File: src/rtl/rr_arb_pkg.sv
// Shared types and helpers for the round-robin arbiter: FSM state,
// circular winner search and one-hot encoding.
package rr_arb_pkg;

  localparam int unsigned MAX_N = 64;
  localparam int unsigned IDX_W = $clog2(MAX_N);

  typedef enum logic {
    IDLE = 1'b0,
    BUSY = 1'b1
  } state_e;

  typedef struct packed {
    logic             found;
    logic [IDX_W-1:0] idx;
  } pick_t;

  // First set bit of req in circular order ptr, ptr+1, ..., n-1, 0, ..., ptr-1.
  // req is LSB-indexed: req[i] belongs to requester i.
  function automatic pick_t next_winner(input logic [MAX_N-1:0] req,
                                        input int unsigned      ptr,
                                        input int unsigned      n);
    pick_t       res;
    int unsigned pos;
    res = '0;
    for (int unsigned k = 0; k < MAX_N; k++) begin
      if (k < n) begin
        pos = ptr + k;
        if (pos >= n) pos = pos - n;
        if (!res.found && req[IDX_W'(pos)]) begin
          res.found = 1'b1;
          res.idx   = IDX_W'(pos);
        end
      end
    end
    return res;
  endfunction

  function automatic logic [MAX_N-1:0] onehot(input logic [IDX_W-1:0] index);
    logic [MAX_N-1:0] v;
    v        = '0;
    v[index] = 1'b1;
    return v;
  endfunction

endpackage

File: src/rtl/rr_arbiter_seq_if.sv
// Request/grant bundle between requesters (master) and the arbiter (slave).
// Vectors are [0:n-1]: bit 0 is requester 0 and is the leftmost bit.
interface rr_arbiter_seq_if #(
  parameter int unsigned n = 8
);
  localparam int unsigned IW = $clog2(n);

  logic [0:n-1]  r;
  logic [0:n-1]  g;
  logic [IW-1:0] gid;
  logic          busy;

  modport master (output r, input g, input gid, input busy);
  modport slave  (input r, output g, output gid, output busy);

endinterface

File: src/rtl/rr_pick.sv
// Combinational circular priority picker; shared by fresh arbitration
// and owner handover.
module rr_pick
  import rr_arb_pkg::*;
#(
  parameter  int unsigned n  = 8,
  localparam int unsigned IW = $clog2(n)
) (
  input  logic [0:n-1]  r_i,
  input  logic [IW-1:0] ptr_i,
  output logic          found_c_o,
  output logic [IW-1:0] idx_c_o
);

  logic [MAX_N-1:0] req_flat;
  pick_t            pick;

  always_comb begin
    req_flat = '0;
    for (int unsigned i = 0; i < n; i++) begin
      req_flat[IDX_W'(i)] = r_i[IW'(i)];
    end
    pick      = next_winner(req_flat, 32'(ptr_i), n);
    found_c_o = pick.found;
    idx_c_o   = IW'(pick.idx);
  end

endmodule

File: src/rtl/rr_arbiter_seq.sv
// Clocked round-robin arbiter with registered one-hot grants, release
// handover without bubbles and hold-time preemption.
module rr_arbiter_seq
  import rr_arb_pkg::*;
#(
  parameter int unsigned n        = 8,
  parameter int unsigned HOLD_MAX = 16
) (
  input logic             clock,
  input logic             reset,
  rr_arbiter_seq_if.slave bus
);

  localparam int unsigned   IW   = $clog2(n);
  localparam int unsigned   CW   = (HOLD_MAX > 0) ? $clog2(HOLD_MAX + 1) : 1;
  localparam logic [IW-1:0] LAST = IW'(n - 1);

  state_e        state_q, state_d;
  logic [IW-1:0] ptr_q, ptr_d;
  logic [IW-1:0] gid_q, gid_d;
  logic [CW-1:0] cnt_q, cnt_d;
  logic [0:n-1]  g_q, g_d;
  logic          busy_q, busy_d;

  logic [IW-1:0] next_owner;
  logic [IW-1:0] pick_ptr;
  logic [IW-1:0] win;
  logic          found;
  logic          others;
  logic          owner_req;
  logic          hand_off;
  logic [0:n-1]  win_g;

  // While busy, searching from owner+1 yields the handover winner directly;
  // the owner itself can only come out last, so win != owner means someone else waits.
  assign next_owner = (gid_q == LAST) ? '0 : gid_q + IW'(1);
  assign pick_ptr   = (state_q == BUSY) ? next_owner : ptr_q;

  rr_pick #(.n(n)) u_pick (
    .r_i       (bus.r),
    .ptr_i     (pick_ptr),
    .found_c_o (found),
    .idx_c_o   (win)
  );

  assign owner_req = bus.r[gid_q];
  assign others    = found && (win != gid_q);
  assign hand_off  = !owner_req ||
                     ((HOLD_MAX != 0) && (cnt_q == CW'(HOLD_MAX)) && others);

  always_comb begin
    for (int unsigned i = 0; i < n; i++) begin
      win_g[IW'(i)] = (win == IW'(i));
    end
  end

  always_comb begin
    state_d = state_q;
    ptr_d   = ptr_q;
    gid_d   = gid_q;
    cnt_d   = cnt_q;
    g_d     = g_q;
    case (state_q)
      IDLE: begin
        if (found) begin
          state_d = BUSY;
          g_d     = win_g;
          gid_d   = win;
          cnt_d   = CW'(1);
        end
      end
      BUSY: begin
        if (hand_off) begin
          ptr_d = next_owner;
          if (others) begin
            g_d   = win_g;
            gid_d = win;
            cnt_d = CW'(1);
          end else begin
            g_d     = '0;
            cnt_d   = '0;
            state_d = IDLE;
          end
        end else if (cnt_q < CW'(HOLD_MAX)) begin
          cnt_d = cnt_q + CW'(1);
        end
      end
      default: state_d = IDLE;
    endcase
    busy_d = (state_d == BUSY);
  end

  always_ff @(posedge clock or posedge reset) begin
    if (reset) begin
      state_q <= IDLE;
      ptr_q   <= '0;
      gid_q   <= '0;
      cnt_q   <= '0;
      g_q     <= '0;
      busy_q  <= 1'b0;
    end else begin
      state_q <= state_d;
      ptr_q   <= ptr_d;
      gid_q   <= gid_d;
      cnt_q   <= cnt_d;
      g_q     <= g_d;
      busy_q  <= busy_d;
    end
  end

  assign bus.g    = g_q;
  assign bus.gid  = gid_q;
  assign bus.busy = busy_q;

endmodule

File: src/flat_wrapper.sv
// flat-port wrapper written by rule: the top's interface ports become plain ports
module rr_arbiter_seq_flat import rr_arb_pkg::*;
#(
  parameter int unsigned n        = 8,
  parameter int unsigned HOLD_MAX = 16
)
  (clock, reset, bus_r, bus_g, bus_gid, bus_busy);
  rr_arbiter_seq_if #(.n(n)) bus_i ();
  input logic clock;
  input logic reset;
  input wire logic [$bits(bus_i.r)-1:0] bus_r;
  output wire logic [$bits(bus_i.g)-1:0] bus_g;
  output wire logic [$bits(bus_i.gid)-1:0] bus_gid;
  output wire logic [$bits(bus_i.busy)-1:0] bus_busy;
  assign bus_i.r = bus_r;
  assign bus_g = bus_i.g;
  assign bus_gid = bus_i.gid;
  assign bus_busy = bus_i.busy;
  rr_arbiter_seq #(.n(n), .HOLD_MAX(HOLD_MAX)) u_core (.clock(clock), .reset(reset), .bus(bus_i));
endmodule
File: config.mk
export PLATFORM = sky130hd
export DESIGN_NAME = rr_arbiter_seq_flat
export DESIGN_NICKNAME = d
export VERILOG_FILES = /design/src/rtl/rr_arb_pkg.sv /design/src/rtl/rr_arbiter_seq_if.sv /design/src/rtl/rr_pick.sv /design/src/rtl/rr_arbiter_seq.sv /design/src/flat_wrapper.sv
export SDC_FILE = /design/constraint.sdc
export NUM_CORES = 1
export LEC_CHECK = 0
export ABC_AREA = 1
export CAP_MARGIN = 20
export CORE_MARGIN = 3
export CORE_UTILIZATION = 51
export DETAILED_ROUTE_END_ITERATION = 7
export PLACE_DENSITY = 0.85
export SYNTH_ARGS = -nofsm -noshare
export SYNTH_HDL_FRONTEND = slang
export SYNTH_HIERARCHICAL = 1
export SYNTH_SLANG_ARGS = --single-unit
File: constraint.sdc
create_clock -name clock -period 3.5 [get_ports clock]
set_input_delay 0.35 -clock clock [delete_from_list [all_inputs] [get_ports clock]]
set_output_delay 0.35 -clock clock [all_outputs]
set_load 0.05 [all_outputs]
* After elaboration in Yosys (flattened, before gate mapping)
Cells that the tools add are included.
** Word-level totals
- Input bits :: 10
- Word-level logic and storage cells :: 133
- Bits in registers :: 20
- Output and inout port bits :: 12
** Cells by class
- Add/sub/neg operators :: 17
- Muxes and demuxes :: 54
- Reductions and logical operators :: 23
- Bitwise gates (word level) :: 2
- Equal/unequal tests :: 14
- Magnitude comparators :: 18
** Operator list (count)
- $lt 6x7->1 const B :: 8
- $mux 7 :: 8
- $bmux 1 s6 :: 8
- $mux 6 :: 8
- $sub 4x4->5 const B :: 7
- $ge 4x4->1 const B :: 8
- $mux 8 :: 3
- $add 3x3->4 const B :: 4
- $pmux 8 s2 :: 1
- $eq 3x3->1 const B :: 5
- $mux 3 :: 5
- $mux 5 :: 3
- $mux 1 :: 14
- $pmux 5 s2 :: 1
- $logic_and 1x1->1 :: 9
- $add 3x2->4 const B :: 2
- $logic_not 1->1 :: 8
- $eq 3x2->1 const B :: 2
- $ne 2x2->1 const B :: 3
- $pmux 3 s2 :: 1
- $reduce_and 2->1 :: 3
- $add 5x1->5 const B :: 1
- $eq 5x5->1 const B :: 1
- $lt 5x5->1 const B :: 1
- 14 further kinds :: 14

* Logic depth before layout (Yosys ltp)
- Depth in word-level cells :: 35
- Gate-level depth with buffers :: 31
- Depth with buffers taken out :: 30

* Modules after synthesis
The synthesis kept the hierarchy.
** Modules (own cells, without submodules)
- rr_arbiter_seq :: area each 1227.4 um^2, instances 1, seq. area each 500.5 um^2, cells each 163
- rr_pick :: area each 764.5 um^2, instances 1, seq. area each 0.0 um^2, cells each 140

* Worst setup path before layout
OpenSTA, ideal clock, no wires.
- Path kind :: register to register
- Start :: reg u_core.gid_q[0] (netlist: u_core/bus.gid[0])
- End :: reg u_core.g_q, in the netlist u_core/bus.g[1]
- Slack :: -0.626 ns
- Data required time :: 3.433 ns
- Stages on the path, launching flop included :: 29
- Arrival :: 4.059 ns
- Setup time :: 0.067 ns
- Path buffers :: 2
- Clock period less this slack :: 4.126 ns
- Path through :: dfrtp_1 -> ha_1 -> ha_1 -> nor2_1 -> nand2_1 -> o21ai_0 -> buf_2 -> inv_2 -> ha_1 -> inv_1 -> nand3_1 -> nand2_1 -> nand2_1 -> nand2_1 -> nand4_4 -> nor3_4 -> nand4_1 -> nand3_1 -> inv_2 -> nand2_1 -> nand2_1 -> nor2_2 -> nand2_1 -> nand3_2 -> nand2_4 -> nand2_8 -> buf_12 -> nand3_1 -> nand2_1
** On the way
- Cells in the longest elaborated chain, start to end :: 35
** Ends and longest elaborated chain
- from (decl) :: RTL line rr_arbiter_seq.sv:20 : logic [IW-1:0] gid_q, gid_d;
- from (signal assigned) :: RTL line rr_arbiter_seq.sv:104 : gid_q <= gid_d;
- $add 3x1->3 or $eq 3x3->1 (tied branches) :: RTL line rr_arbiter_seq.sv:36 : assign next_owner = (gid_q == LAST) ? '0 : gid_q + IW'(1);
- $mux 3 (*) :: RTL line rr_arbiter_seq.sv:36
- $mux 3 (*) :: RTL line rr_arbiter_seq.sv:37 : assign pick_ptr = (state_q == BUSY) ? next_owner : ptr_q;
- via u_core.pick_ptr[1] :: RTL line rr_arbiter_seq.sv:26 : logic [IW-1:0] pick_ptr;
- branches (longest 25 deep; another with $sub 4x4->5)
- $mux 7 (*) :: RTL line rr_arb_pkg.sv:30 : if (!res.found && req[IDX_W'(pos)]) begin
- $ne 3x3->1 :: RTL line rr_arbiter_seq.sv:47 : assign others = found && (win != gid_q);
- $logic_and 1x1->1 :: RTL line rr_arbiter_seq.sv:47
- $logic_and 1x1->1 :: RTL line rr_arbiter_seq.sv:49 : ((HOLD_MAX != 0) && (cnt_q == CW'(HOLD_MAX)) && others);
- $logic_or 1x1->1 :: RTL line rr_arbiter_seq.sv:48 : assign hand_off = !owner_req ||
- $ne 2x2->1 (no source line)
- $reduce_and 2->1 (no source line)
- to (signal assigned) :: RTL line rr_arbiter_seq.sv:106 : g_q <= g_d;
- to (decl) :: RTL line rr_arbiter_seq.sv:22 : logic [0:n-1] g_q, g_d;
Mark *: on every way through the listed nets, which the timed path passes. The select of a mux whose other input is x is not followed.
A chain may end at the register's enable or synchronous reset.

* Final worst setup path
- Start :: reg u_core.gid_q[0] (netlist: u_core/bus.gid[0])
- End :: reg u_core.ptr_q[0]
** On the way
- Cells in the longest elaborated chain, start to end :: 34
** Ends and longest elaborated chain
- $add 3x1->3 or $eq 3x3->1 (tied branches) :: RTL line rr_arbiter_seq.sv:36
- $mux 3 (*) :: RTL line rr_arbiter_seq.sv:36
- via u_core.next_owner[2] :: RTL line rr_arbiter_seq.sv:25 : logic [IW-1:0] next_owner;
- $mux 3 (*) :: RTL line rr_arbiter_seq.sv:37
- via u_core.pick_ptr[2] :: RTL line rr_arbiter_seq.sv:26
- branches (longest 25 deep; another with $sub 4x4->5)
- $mux 7 (*) :: RTL line rr_arb_pkg.sv:30
- $ne 3x3->1 :: RTL line rr_arbiter_seq.sv:47
- $logic_and 1x1->1 (*) :: RTL line rr_arbiter_seq.sv:47
- $logic_and 1x1->1 (*) :: RTL line rr_arbiter_seq.sv:49
- $logic_or 1x1->1 (*) :: RTL line rr_arbiter_seq.sv:48
- $reduce_and 2->1 (no source line) (*)
- to (signal assigned) :: RTL line rr_arbiter_seq.sv:103 : ptr_q <= ptr_d;
- to (decl) :: RTL line rr_arbiter_seq.sv:19 : logic [IW-1:0] ptr_q, ptr_d;
Marked as above.

==> metrics.cfg <==
[clocking]
clk_latency_ns=0.27
clockRootBuffer=clkbuf_8
clkTransAtPathRegs_ns=0.09
cts.sinks=20
holdBufCountCts=0
cts_made_buffers=3
cts_tree=built
clockBufferDepth=2
ctsHtreeMaxLevel=1

[synth]
syn_area_sq_um=1990
ys_types=32
synth-seq-cells=20
yosys_warnings=6
syn_inst=303
syn_nets=325
ys_seq_area_share_pct=25.1
syn-mean-instance-area_sq_um=6.57

[routing]
drtIter0Drc=617
met1_length_mm=3.30
wirelength_mm=9.75
drt-pass1-iter-count=8
drcViolationCount=0
ant_nets=0
wl_met3_mm=1.25
dr.max_layer_used=met4
dr_wl_met2_mm=4.22
drt-wirelength-per-cell_microns=22.8
routed_via_density=6.87
vias=2935

[layout]
regArea_sq_um=507
multi_input_area_sq_um=1680
layout_common_cells=nand2_1 (73), buf_4 (52), nand3_1 (44)
fin_nets=402
fill_cells=157
final_cells=427
antenna_cells=0
final_common_cell=nand2_1
drive_gt1_share_pct=40.4
syn_to_final_growth_pct=58.5

[placed_design]
place_congestion=0.883
dpl.hpwl_mm=4.31
port_buffers=21
dp.cells=398

[worst_setup_path]
critPathTopFamily=simple AND/OR/NAND/NOR gates
path_buf_inv=5
cp_max_fo=7
criticalPathCategory=reg2reg
cp.required_ns=3.69
cp_slowest_cell=dfrtp_4
start_kind=flop
cp_slowest_stage_delay_ns=0.50
cpMostUsedCell=nand2_2
arrival_ns=4.33
end_kind=flop

[sta]
setup_violations=20
worst_pin_slew_ns=0.789
finalCriticalPeriod_ns=4.13
slew_headroom_pct=47.4
finalCritPeriodShare_pct=118
slew_violations=0
rsz0062_at_grt=yes
fmax_mhz=242
clock_skew_ns=0.00498
hold_viol=0
fin_ws_ns=-0.635

[min_path]
min_path_type=reg2reg

[floorplanning]
core_sq_um=3720
die_h_microns=68.5
io_pins=22
placementRows=22
initial_utilization_pct=53.6
die_w_microns=68.5
die-area_sq_um=4690

[grt]
grt-ovfl-total=0
antenna_found_initial=0
grt_max_degree=21
grt_pass1_vias=2320
grt_pass1_wl_mm=11.6
gr-usage-all-layers_pct=32.8

[run_status]
outcome=finished, violations left
violations=setup timing

[job]
maxCapViolCount=0

-- per-layer routing --
layer | global-route usage [%] | up-vias
met4 | 11.2 | 0
li1 | - | 1145
met5 | 0 | -
met3 | 4.05 | 125
met1 | 43.3 | 1312
met2 | 55.2 | 353
-- timing repair --
action / in CTS / in global routing
buffers inserted: 15 / 10
setup endpoints to repair: 20 / 20
gates resized for setup: 32 / 40
pin swaps: 28 / 22
-- state kept, by name, indices dropped and copies added (netlist names) --
name	cells
u_core/bus.busy	1
u_core/bus.g	8
u_core/bus.gid	3
u_core/cnt_q	5
u_core/ptr_q	3
-- worst paths after layout --
kind | from | to | slack (ns) | depth (start not counted)
worst max-delay path | u_core/bus.gid[0] | u_core/ptr_q[0] | -0.63 | 25
worst min-delay path | u_core/bus.g[1] | u_core/bus.g[1] | 0.54 | 2
worst max register to register | u_core/bus.gid[0] | u_core/ptr_q[0] | -0.63 | 25
worst min register to register | u_core/bus.g[1] | u_core/bus.g[1] | 0.54 | 2
max in group asynchronous | reset | u_core/bus.gid[0] | 2.38 | 2
min in group asynchronous | reset | u_core/ptr_q[2] | 0.55 | 2
-- cell type report --
| class | count | share of cell area [%] |
|---|---|---|
| inverter | 31 | 4.16 |
| sequential | 20 | 16.0 |
| timing repair buffer | 80 | 22.3 |
| tap | 48 | 1.90 |
| clock buffer | 3 | 1.31 |
| multi-input combinational | 244 | 53.3 |
| clock inverter | 1 | 0.951 |
-- metrics by stage --
step / cell area [sq um] / hold WS (ns) / setup slack, ns / util [%] / setup TNS (ns)
2_1_floorplan: 2120 / 0.314 / -0.0429 / - / -0.528
3_3_place_gp: 2570 / 0.483 / -0.137 / 69.1 / -1.56
3_5_place_dp: 2570 / 0.489 / -0.263 / 69.1 / -4.16
4_1_cts: 2890 / 0.506 / -0.170 / 77.8 / -2.72
5_1_grt: 3160 / 0.578 / -0.790 / 85.0 / -14.79
6_report: 3160 / 0.540 / -0.635 / 85.0 / -11.55
-- Yosys cell counts (all sizes together) --
cell / n / share of area (%)
nand3: 64 / 17
o21ai: 9 / 2.3
xor2: 4 / 2.7
and3: 1 / 0.31
nand4: 5 / 2.3
a31oi: 1 / 0.31
nor2: 27 / 5.6
buf: 8 / 3.5
xnor2: 1 / 0.44
o21bai: 1 / 0.38
or2: 1 / 0.31
nand3b: 1 / 0.38
nor3: 8 / 2.6
inv: 31 / 5.8
dfrtp: 20 / 25
ha: 12 / 7.5
nand2: 101 / 21
a21oi: 8 / 2.6
-- worst min-delay path, cell delays in order, from the launching register on --
cell and delay, ns:
dfrtp_1 0.37, nand3_1 0.09, nand2_1 0.06
-- kinds of logic (layout without fill, tap and decap cells) --
| group | count (synthesis) | count (layout) | synth area share (%) |
|---|---|---|---|
| AOI/OAI and AO/OA | 19 | 19 | 5.53 |
| xor gates and xnor gates | 5 | 5 | 3.14 |
| adders and majority gates | 12 | 12 | 7.54 |
| buffers and inverters | 39 | 115 | 9.36 |
| DFF | 20 | 20 | 25.1 |
| and+or+nand+nor | 208 | 208 | 49.3 |
Power is not shown: default switching activity piles up to over one toggle a cycle in this logic, so the estimate is an artifact.
